<file path="src/rtl/tl_pkg.sv">
// Shared types and default timing for the intersection phase scheduler.
package tl_pkg;

    typedef enum logic [2:0] {
        ALLRED_P,
        GREEN_P,
        YELLOW_P,
        ALLRED_S,
        GREEN_S,
        YELLOW_S,
        BLINK
    } phase_e;

    // Lamp vector bit positions: {primary, secondary}.
    localparam int PRI = 1;
    localparam int SEC = 0;

    localparam int DEF_CW        = 4;
    localparam int DEF_MIN_GREEN = 6;
    localparam int DEF_MAX_GREEN = 15;
    localparam int DEF_YELLOW_T  = 3;
    localparam int DEF_ALLRED_T  = 1;
    localparam int DEF_WALK_T    = 4;

endpackage

</file>
<file path="src/rtl/phase_timer.sv">
// Tick-gated saturating phase timer with a "duration expires this tick" compare.
module phase_timer #(
    parameter int CW = 4
) (
    input  logic          Clock,
    input  logic          clear,
    input  logic          tick,
    input  logic [CW-1:0] dur,
    output logic [CW-1:0] count,
    output logic          expire
);

    always_ff @(posedge Clock) begin
        if (clear) begin
            count <= '0;
        end else if (tick && (count != {CW{1'b1}})) begin
            count <= count + CW'(1);
        end
    end

    // Duration D ends on the tick seen while the count sits at D-1.
    assign expire = tick && (count == (dur - CW'(1)));

endmodule

</file>
<file path="src/rtl/intersection_phase_scheduler.sv">
// Two-road intersection phase sequencer: FSM, pedestrian latch and lamp decode.
module intersection_phase_scheduler
    import tl_pkg::*;
#(
    parameter int CW        = DEF_CW,
    parameter int MIN_GREEN = DEF_MIN_GREEN,
    parameter int MAX_GREEN = DEF_MAX_GREEN,
    parameter int YELLOW_T  = DEF_YELLOW_T,
    parameter int ALLRED_T  = DEF_ALLRED_T,
    parameter int WALK_T    = DEF_WALK_T
) (
    input  logic       Clock,
    input  logic       reset,
    input  logic       tick,
    input  logic       veh_s,
    input  logic       ped_req,
    input  logic       blink_en,
    output logic [1:0] red,
    output logic [1:0] yellow,
    output logic [1:0] green,
    output logic       walk,
    output logic       ped_pend
);

    phase_e        state;
    phase_e        nxt;
    logic          served;
    logic          blink_ph;
    logic [CW-1:0] timer;
    logic [CW-1:0] dur;
    logic          expire;
    logic          min_done;
    logic          walk_on;
    logic          enter_gs;

    always_comb begin
        dur = CW'(ALLRED_T);
        case (state)
            YELLOW_P, YELLOW_S: dur = CW'(YELLOW_T);
            GREEN_S:            dur = CW'(MAX_GREEN);
            default:            dur = CW'(ALLRED_T);
        endcase
    end

    phase_timer #(.CW(CW)) u_timer (
        .Clock  (Clock),
        .clear  (reset || (nxt != state)),
        .tick   (tick),
        .dur    (dur),
        .count  (timer),
        .expire (expire)
    );

    assign min_done = (timer >= CW'(MIN_GREEN));
    assign walk_on  = (state == GREEN_S) && served && (timer < CW'(WALK_T));
    assign enter_gs = (state != GREEN_S) && (nxt == GREEN_S);

    always_comb begin
        nxt = state;
        case (state)
            ALLRED_P: if (expire) nxt = GREEN_P;
            GREEN_P:  if (blink_en || (min_done && (veh_s || ped_pend))) nxt = YELLOW_P;
            YELLOW_P: if (expire) nxt = blink_en ? BLINK : ALLRED_S;
            ALLRED_S: if (expire) nxt = GREEN_S;
            GREEN_S:  if (blink_en || expire || (min_done && !veh_s && !walk_on)) nxt = YELLOW_S;
            YELLOW_S: if (expire) nxt = blink_en ? BLINK : ALLRED_P;
            BLINK:    if (!blink_en) nxt = ALLRED_P;
            default:  nxt = ALLRED_P;
        endcase
    end

    always_ff @(posedge Clock) begin
        if (reset) begin
            state    <= ALLRED_P;
            ped_pend <= 1'b0;
            served   <= 1'b0;
            blink_ph <= 1'b0;
        end else begin
            state <= nxt;
            // A press on the entry cycle joins the walk about to start.
            if (enter_gs) begin
                ped_pend <= 1'b0;
                served   <= ped_pend || ped_req;
            end else if ((state != GREEN_S) && ped_req) begin
                ped_pend <= 1'b1;
            end
            if ((state == BLINK) && (nxt == BLINK)) begin
                blink_ph <= blink_ph ^ tick;
            end else begin
                blink_ph <= 1'b0;
            end
        end
    end

    // Lamps decode straight from flops, so they move on the same edge as the state.
    always_comb begin
        red    = 2'b00;
        yellow = 2'b00;
        green  = 2'b00;
        walk   = 1'b0;
        case (state)
            GREEN_P: begin
                green[PRI] = 1'b1;
                red[SEC]   = 1'b1;
            end
            YELLOW_P: begin
                yellow[PRI] = 1'b1;
                red[SEC]    = 1'b1;
            end
            GREEN_S: begin
                green[SEC] = 1'b1;
                red[PRI]   = 1'b1;
                walk       = walk_on;
            end
            YELLOW_S: begin
                yellow[SEC] = 1'b1;
                red[PRI]    = 1'b1;
            end
            BLINK: begin
                yellow[PRI] = blink_ph;
                red[SEC]    = blink_ph;
            end
            default: red = 2'b11;
        endcase
    end

endmodule

</file>
<file path="config.mk">
export PLATFORM = sky130hd
export DESIGN_NAME = intersection_phase_scheduler
export DESIGN_NICKNAME = d
export VERILOG_FILES = /design/src/rtl/tl_pkg.sv /design/src/rtl/phase_timer.sv /design/src/rtl/intersection_phase_scheduler.sv
export SDC_FILE = /design/constraint.sdc
export NUM_CORES = 1
export LEC_CHECK = 0
export ABC_AREA = 1
export BUFFER_PORTS_ARGS = -buffer_cell sky130_fd_sc_hd__clkbuf_2
export CORE_ASPECT_RATIO = 1.5
export CORE_UTILIZATION = 25
export DETAILED_ROUTE_END_ITERATION = 10
export GPL_ROUTABILITY_DRIVEN = 0
export PLACE_DENSITY = 0.46
export SKIP_LAST_GASP = 1
export SYNTH_ARGS = -nofsm -noshare
export SYNTH_HDL_FRONTEND = slang
export SYNTH_SLANG_ARGS = --single-unit
</file>
<file path="constraint.sdc">
create_clock -name Clock -period 2.6 [get_ports Clock]
set_input_delay 0.26 -clock Clock [delete_from_list [all_inputs] [get_ports Clock]]
set_output_delay 0.26 -clock Clock [all_outputs]
set_load 0.005 [all_outputs]
</file>
# Word level (Yosys, flattened, before mapping)
# Cells that the tools add are included.
dict set report word_totals {
  regBits 10
  latch_bits 0
  ramBits 0
  rom_bits 0
  out_inout_bits 8
  elab_cells 65
  n_memories 0
}
dict set report classes {
  addsub 2
  multipliers 0
  n_div 0
  order_cmp 2
  n_eq_ne 12
  shift 0
  mux 18
  bitwise 2
  n_reduce_logical 24
}
# op n
set ops {}
lappend ops {{3-bit two-way mux} 9}
lappend ops {{3-bit one-hot mux with 7 select lines} 1}
lappend ops {{3-bit equality test (second input constant)} 5}
lappend ops {{1-bit logical AND} 10}
lappend ops {{4-bit one-hot mux with 2 select lines} 1}
lappend ops {{2-bit OR reduction} 4}
lappend ops {{3-bit by 2-bit equality test with 1-bit output (second input constant)} 2}
lappend ops {{1-bit logical OR} 6}
lappend ops {{1-bit two-way mux} 5}
lappend ops {{4-bit by 1-bit adder with 4-bit output (second input constant)} 1}
lappend ops {{4-bit equality test} 1}
lappend ops {{4-bit by 3-bit >= comparator with 1-bit output (second input constant)} 1}
lappend ops {{4-bit by 3-bit < comparator with 1-bit output (second input constant)} 1}
lappend ops {{4-bit != test (second input constant)} 1}
lappend ops {{1-bit one-hot mux with 2 select lines} 2}
lappend ops {{4-bit by 1-bit subtractor with 4-bit output (second input constant)} 1}
lappend ops {{3-bit by 1-bit equality test with 1-bit output (second input constant)} 1}
lappend ops {{3-bit logical NOT} 1}
lappend ops {{3-bit != test} 1}
lappend ops {{3-bit != test (second input constant)} 1}
lappend ops {{3-bit OR reduction} 1}
lappend ops {{1-bit logical NOT} 2}
lappend ops {{1-bit NOT} 1}
lappend ops {{1-bit bitwise XOR} 1}

# Depth between registers and ports, before layout
dict set report depth {
  word_depth 14
  mapped_depth 15
  depth_no_buf 15
}

# By module
# Synthesis repeated with hierarchy kept, for this count alone.
dict set report hier_totals {
  hier_cells 168
  hier_area_um2 1008.5
}
# mod n_inst cells_each area_per_inst_um2
set modules_own_cells {}
lappend modules_own_cells {intersection_phase_scheduler 1 105 668.1}
lappend modules_own_cells {phase_timer 1 63 340.3}

# Least setup slack after synthesis
# OpenSTA, ideal clock, no wires.
dict set report synth_timing {
  kind {reg2reg}
  from {register u_timer.count[0]}
  to {register u_timer.count[1]}
  setup_time_ps 73
  arrival_ps 1445
  required_ps 2527
  path_slack_ps 1082
  stages_incl_launch_ff 16
  n_path_buf 0
  period_less_slack_ps 1518
  cell_sequence {dfxtp_1 > inv_1 > ha_1 > nand2_1 > nand3b_1 > nand2_1 > nand3_1 > nand2_1 > nand2_1 > inv_2 > nand2_1 > inv_1 > nand3_2 > nand2_2 > nand3_4 > nor3_2}
}
dict set report synth_between {
  elab_chain_cells 9
  word_cells_on_any_way 24
  classes_between {1 x add/sub; 2 x order compare; 3 x eq/ne; 7 x mux; 11 x reduce/logical}
}
# element line
set synth_lines {}
lappend synth_lines {{start: declaration} phase_timer.sv:9} ;# output logic [CW-1:0] count,
lappend synth_lines {{start signal: assignment} phase_timer.sv:17} ;# count <= count + CW'(1);
lappend synth_lines {{4-bit by 3-bit < comparator with 1-bit output} intersection_phase_scheduler.sv:55} ;# assign walk_on = (state == GREEN_S) && served && (timer < CW'(WALK_T));
lappend synth_lines {{1-bit logical AND} intersection_phase_scheduler.sv:55}
lappend synth_lines {{1-bit logical NOT} intersection_phase_scheduler.sv:65} ;# GREEN_S: if (blink_en || expire || (min_done && !veh_s && !walk_on)) nxt = YELLOW_S;
lappend synth_lines {{1-bit logical AND} intersection_phase_scheduler.sv:65}
lappend synth_lines {{1-bit logical OR} intersection_phase_scheduler.sv:65}
lappend synth_lines {{3-bit two-way mux} intersection_phase_scheduler.sv:65}
lappend synth_lines {{3-bit one-hot mux with 7 select lines} intersection_phase_scheduler.sv:60} ;# case (state)
lappend synth_lines {{3-bit != test} intersection_phase_scheduler.sv:47} ;# .clear (reset || (nxt != state)),
lappend synth_lines {{1-bit logical OR} intersection_phase_scheduler.sv:47}
# Several ways; a longest one is shown, not always the timed one.
# A chain may end at the register's enable or synchronous reset.

# Worst setup path after layout
dict set report layout_timing {
  from {register state[0]}
  to {register u_timer.count[1]}
}
dict set report layout_between {
  elab_chain_cells 12
  word_cells_on_any_way 28
  classes_between {1 x add/sub; 8 x eq/ne; 9 x mux; 10 x reduce/logical}
}
# element line
set layout_lines {}
lappend layout_lines {{start: declaration} intersection_phase_scheduler.sv:25} ;# phase_e state;
lappend layout_lines {{start signal: assignment} intersection_phase_scheduler.sv:79} ;# state <= nxt;
lappend layout_lines {{3-bit by 2-bit equality test with 1-bit output / 3-bit equality test (equally long branches)} {intersection_phase_scheduler.sv:38, intersection_phase_scheduler.sv:60}}
lappend layout_lines {{2-bit OR reduction} intersection_phase_scheduler.sv:38} ;# case (state)
lappend layout_lines {{4-bit one-hot mux with 2 select lines} intersection_phase_scheduler.sv:38}
lappend layout_lines {{4-bit by 1-bit subtractor with 4-bit output} phase_timer.sv:22} ;# assign expire = tick && (count == (dur - CW'(1)));
lappend layout_lines {{4-bit equality test} phase_timer.sv:22}
lappend layout_lines {{1-bit logical AND} phase_timer.sv:22}
lappend layout_lines {{1-bit logical OR (2 in series)} intersection_phase_scheduler.sv:65}
lappend layout_lines {{3-bit two-way mux} intersection_phase_scheduler.sv:65}
lappend layout_lines {{3-bit one-hot mux with 7 select lines} intersection_phase_scheduler.sv:60}
lappend layout_lines {{3-bit != test (*)} intersection_phase_scheduler.sv:47}
lappend layout_lines {{1-bit logical OR (*)} intersection_phase_scheduler.sv:47}
# Every way passes the cells marked *; elsewhere a longest branch is shown, timed or not.

==> impl_results.md <==
* Largest net degree at the start of global routing at 9
* Clock Skews at a little over 0.001 ns
* Antenna violations before repair at 0
* Post-layout util at 0.297
* Synth area leader: dfxtp_1
* Clock latency on the worst-skew pair at 0.23 ns
* Ys Warns at 0
* Max Clock Freq at 500 MHz
* Fin crit share at 0.769
* Most frequent CP cell: nand2_1
* Synth top area share at 0.212
* Post-DP HPWL at 1.92 mm
* Rel. slew slack at 0.626
* Outcome: finished, final reports clean
* Die width at 52.2 um
* DRC at 0
* Final worst slack at 0.600 ns
* Peak supply drop at around 0.00029 V
* # diodes at 0
* CP cell instances: inv_4, nand3_2, nand3_1, nand2_2, nand4_1, nand2_1, nand2_1, nand2_1, nand3_2, nand2_4, nor3_2
* Synth Register Bits at 10
* Share of layout cells above drive strength 1 at 0.343
* First-pass GRT wire length at 3.82 mm
* Final Setup Violations at 0
* First-pass iteration count of the detailed router at 4
* Number of max-cap violations at 0
* Ranking of synthesized cells by area: dfxtp_1 21%, nand2_1 11%, nand3_2 7.4%, inv_1 6.8%, nor3_2 6.4%
* Synth cell types at 30
* Starting Density at 0.259
* # IOs at 14
* Final Hold Fails at 0
* LEAKAGE at 0.000510 uW
* CP Launch Type: register
* Vias in the first global route at around 860
* CP max FO at 8
* Slowest CP cell: dfxtp_1
* Slew @ Worst Pin at 0.560 ns
* Crit-path max cell delay at 0.67 ns
* Post-route ant nets at 0
* Clock Tree Root: clkbuf_8
* Htree depth at 1
* CTS tree: done
* Cell Rows at 27
* Setup WS pre-CTS at 0.587 ns
* Clock Pin Slew Worst Setup and Hold Paths at 0.05 ns
* CTS buffer count at 3
* CTS Buffer Depth at 2
* Reg2reg setup slack at around 0.60 ns
* Layout area overhead at 14.9%
* Post-CTS Hold Buffers at 0
* Clock tree sinks at 10
* Synthesized area at 943 um^2
* P per Cell Area at 684 nW/um^2
* Area of the core at around 3600 um^2
* Post-synth EDFFs at 0
* Fin area at 1080 um^2
* Routed Wire Length at approximately 2.2 mm
* Port bufs at 13
* GRT Resource Usage Total at 0.127
* Syn nets at around 130
* Period minus WS final at 2.00 ns
* Setup TNS at 0 ns
* WHS at 0.266 ns
* 1st-iter DRT viols at 28
* Crit end category: register
* Post-Synthesis Cells at 126
* Setup Fix Bufs, Post-CTS at 0
* Wire per inst at 12.3 um
* # resized after CTS at 0
* Count leader, synth: nand2_1
* Nets at 149
* Synthesized area per cell at roughly 7.5 um^2
* Critical path class: reg -> reg
* Async SR Flop Fraction at 0
* Worst Hold Class: in -> reg
* Most used DFF post-synth: dfxtp_1
* Critical path arrival at 2.12 ns
* Vias post-DR at 845
* Synth top cells by count: 28 x nand2_1, 17 x inv_1, 10 x dfxtp_1
* Critical Path RT at 2.72 ns
* Slew Limit Fails at 0
* RSZ-0062 raised after global routing: no
* DR vias/cell at around 4.6
* Die Ht at between 70 and 80 um
* Grt ovf at 0
* Die area at about 4000 um^2
* DP Area at between 1000 and 1500 um^2
* Sequential element share of the synthesized area at 0.212
registers in the layout (all words and copies together) (netlist names):
signal	count
u_timer.count	4
ped_pend	1
blink_ph	1
state	3
served	1
metrics by stage:
stage	cells	power [uW]
global placement	179	562
detailed placement	179	558
floorplan	126	495
global route	183	795
CTS	183	749
finish	183	741
power breakdown:
| part | internal [uW] | switching [uW] |
|---|---|---|
| registers | 173 | 51.0 |
| logic | 121 | 208 |
| clock network | 133 | 55.9 |
| total | 426 | 315 |
worst max-delay path, delay by kind of cell (launching register included):
| family | cells | cell delay, ns |
|---|---|---|
| flops | 1 | 0.67 |
| buf+inv | 1 | 0.12 |
| simple gates | 10 | 1.09 |
area by class of cell:
type                    count  area, um^2
well taps                  43        53.8
clock buffers               4        55.1
repair buffers             13        65.1
flip-flops and latches     10         200
fillers                   415        2560
inverters                  23        88.8
multi-input cells          90         621
layer usage:
metal,track usage,wire length [um],vias to the layer above
met2,0.229,1220,16
met1,0.130,876,381
met3,0.0198,78,8
met5,0,0,-
li1,-,-,440
met4,0.0711,72,0
cells by family after synthesis:
logic type	count (synthesis)	share of synthesized area
AO/OA/AOI/OAI	9	0.0663
AND/OR/NAND/NOR	75	0.528
adder cells (fa/ha/maj)	2	0.0265
flip-flops	10	0.212
XOR/XNOR	4	0.0371
buffers and inverters	26	0.130
cells in the final DEF (no fill, tap or decap):
cell type	netlist	routed
a21oi_4	1	1
nand4_1	3	3
nand2_2	5	5
a211oi_1	1	1
clkbuf_8	0	4
o2111ai_1	1	1
nand3_2	7	7
and3_1	1	1
inv_2	3	3
nand3_1	6	6
clkbuf_2	0	13
ha_1	2	2
nand3_4	3	3
nor3_2	6	6
o21ai_0	1	1
inv_1	17	17
xnor2_1	3	3
nand2_1	28	28
o21ai_1	1	1
nor2_8	1	1
nor4_1	1	1
nor3_1	4	4
nand4_2	2	2
nand2_4	2	2
clkinv_1	2	2
dfxtp_1	10	10
nor2_1	4	4
a21oi_1	4	4
nand3b_1	2	2
inv_4	1	1
xor2_1	1	1
path summary, 6_finish.rpt:
path,start,endpoint,cells past startpoint
max,state[0],u_timer.count[1],11
min,reset,state[1],2
max reg2reg,state[0],u_timer.count[1],11
min reg2reg,served,served,2
No activity file was read; power rests on OpenSTA's default activity.
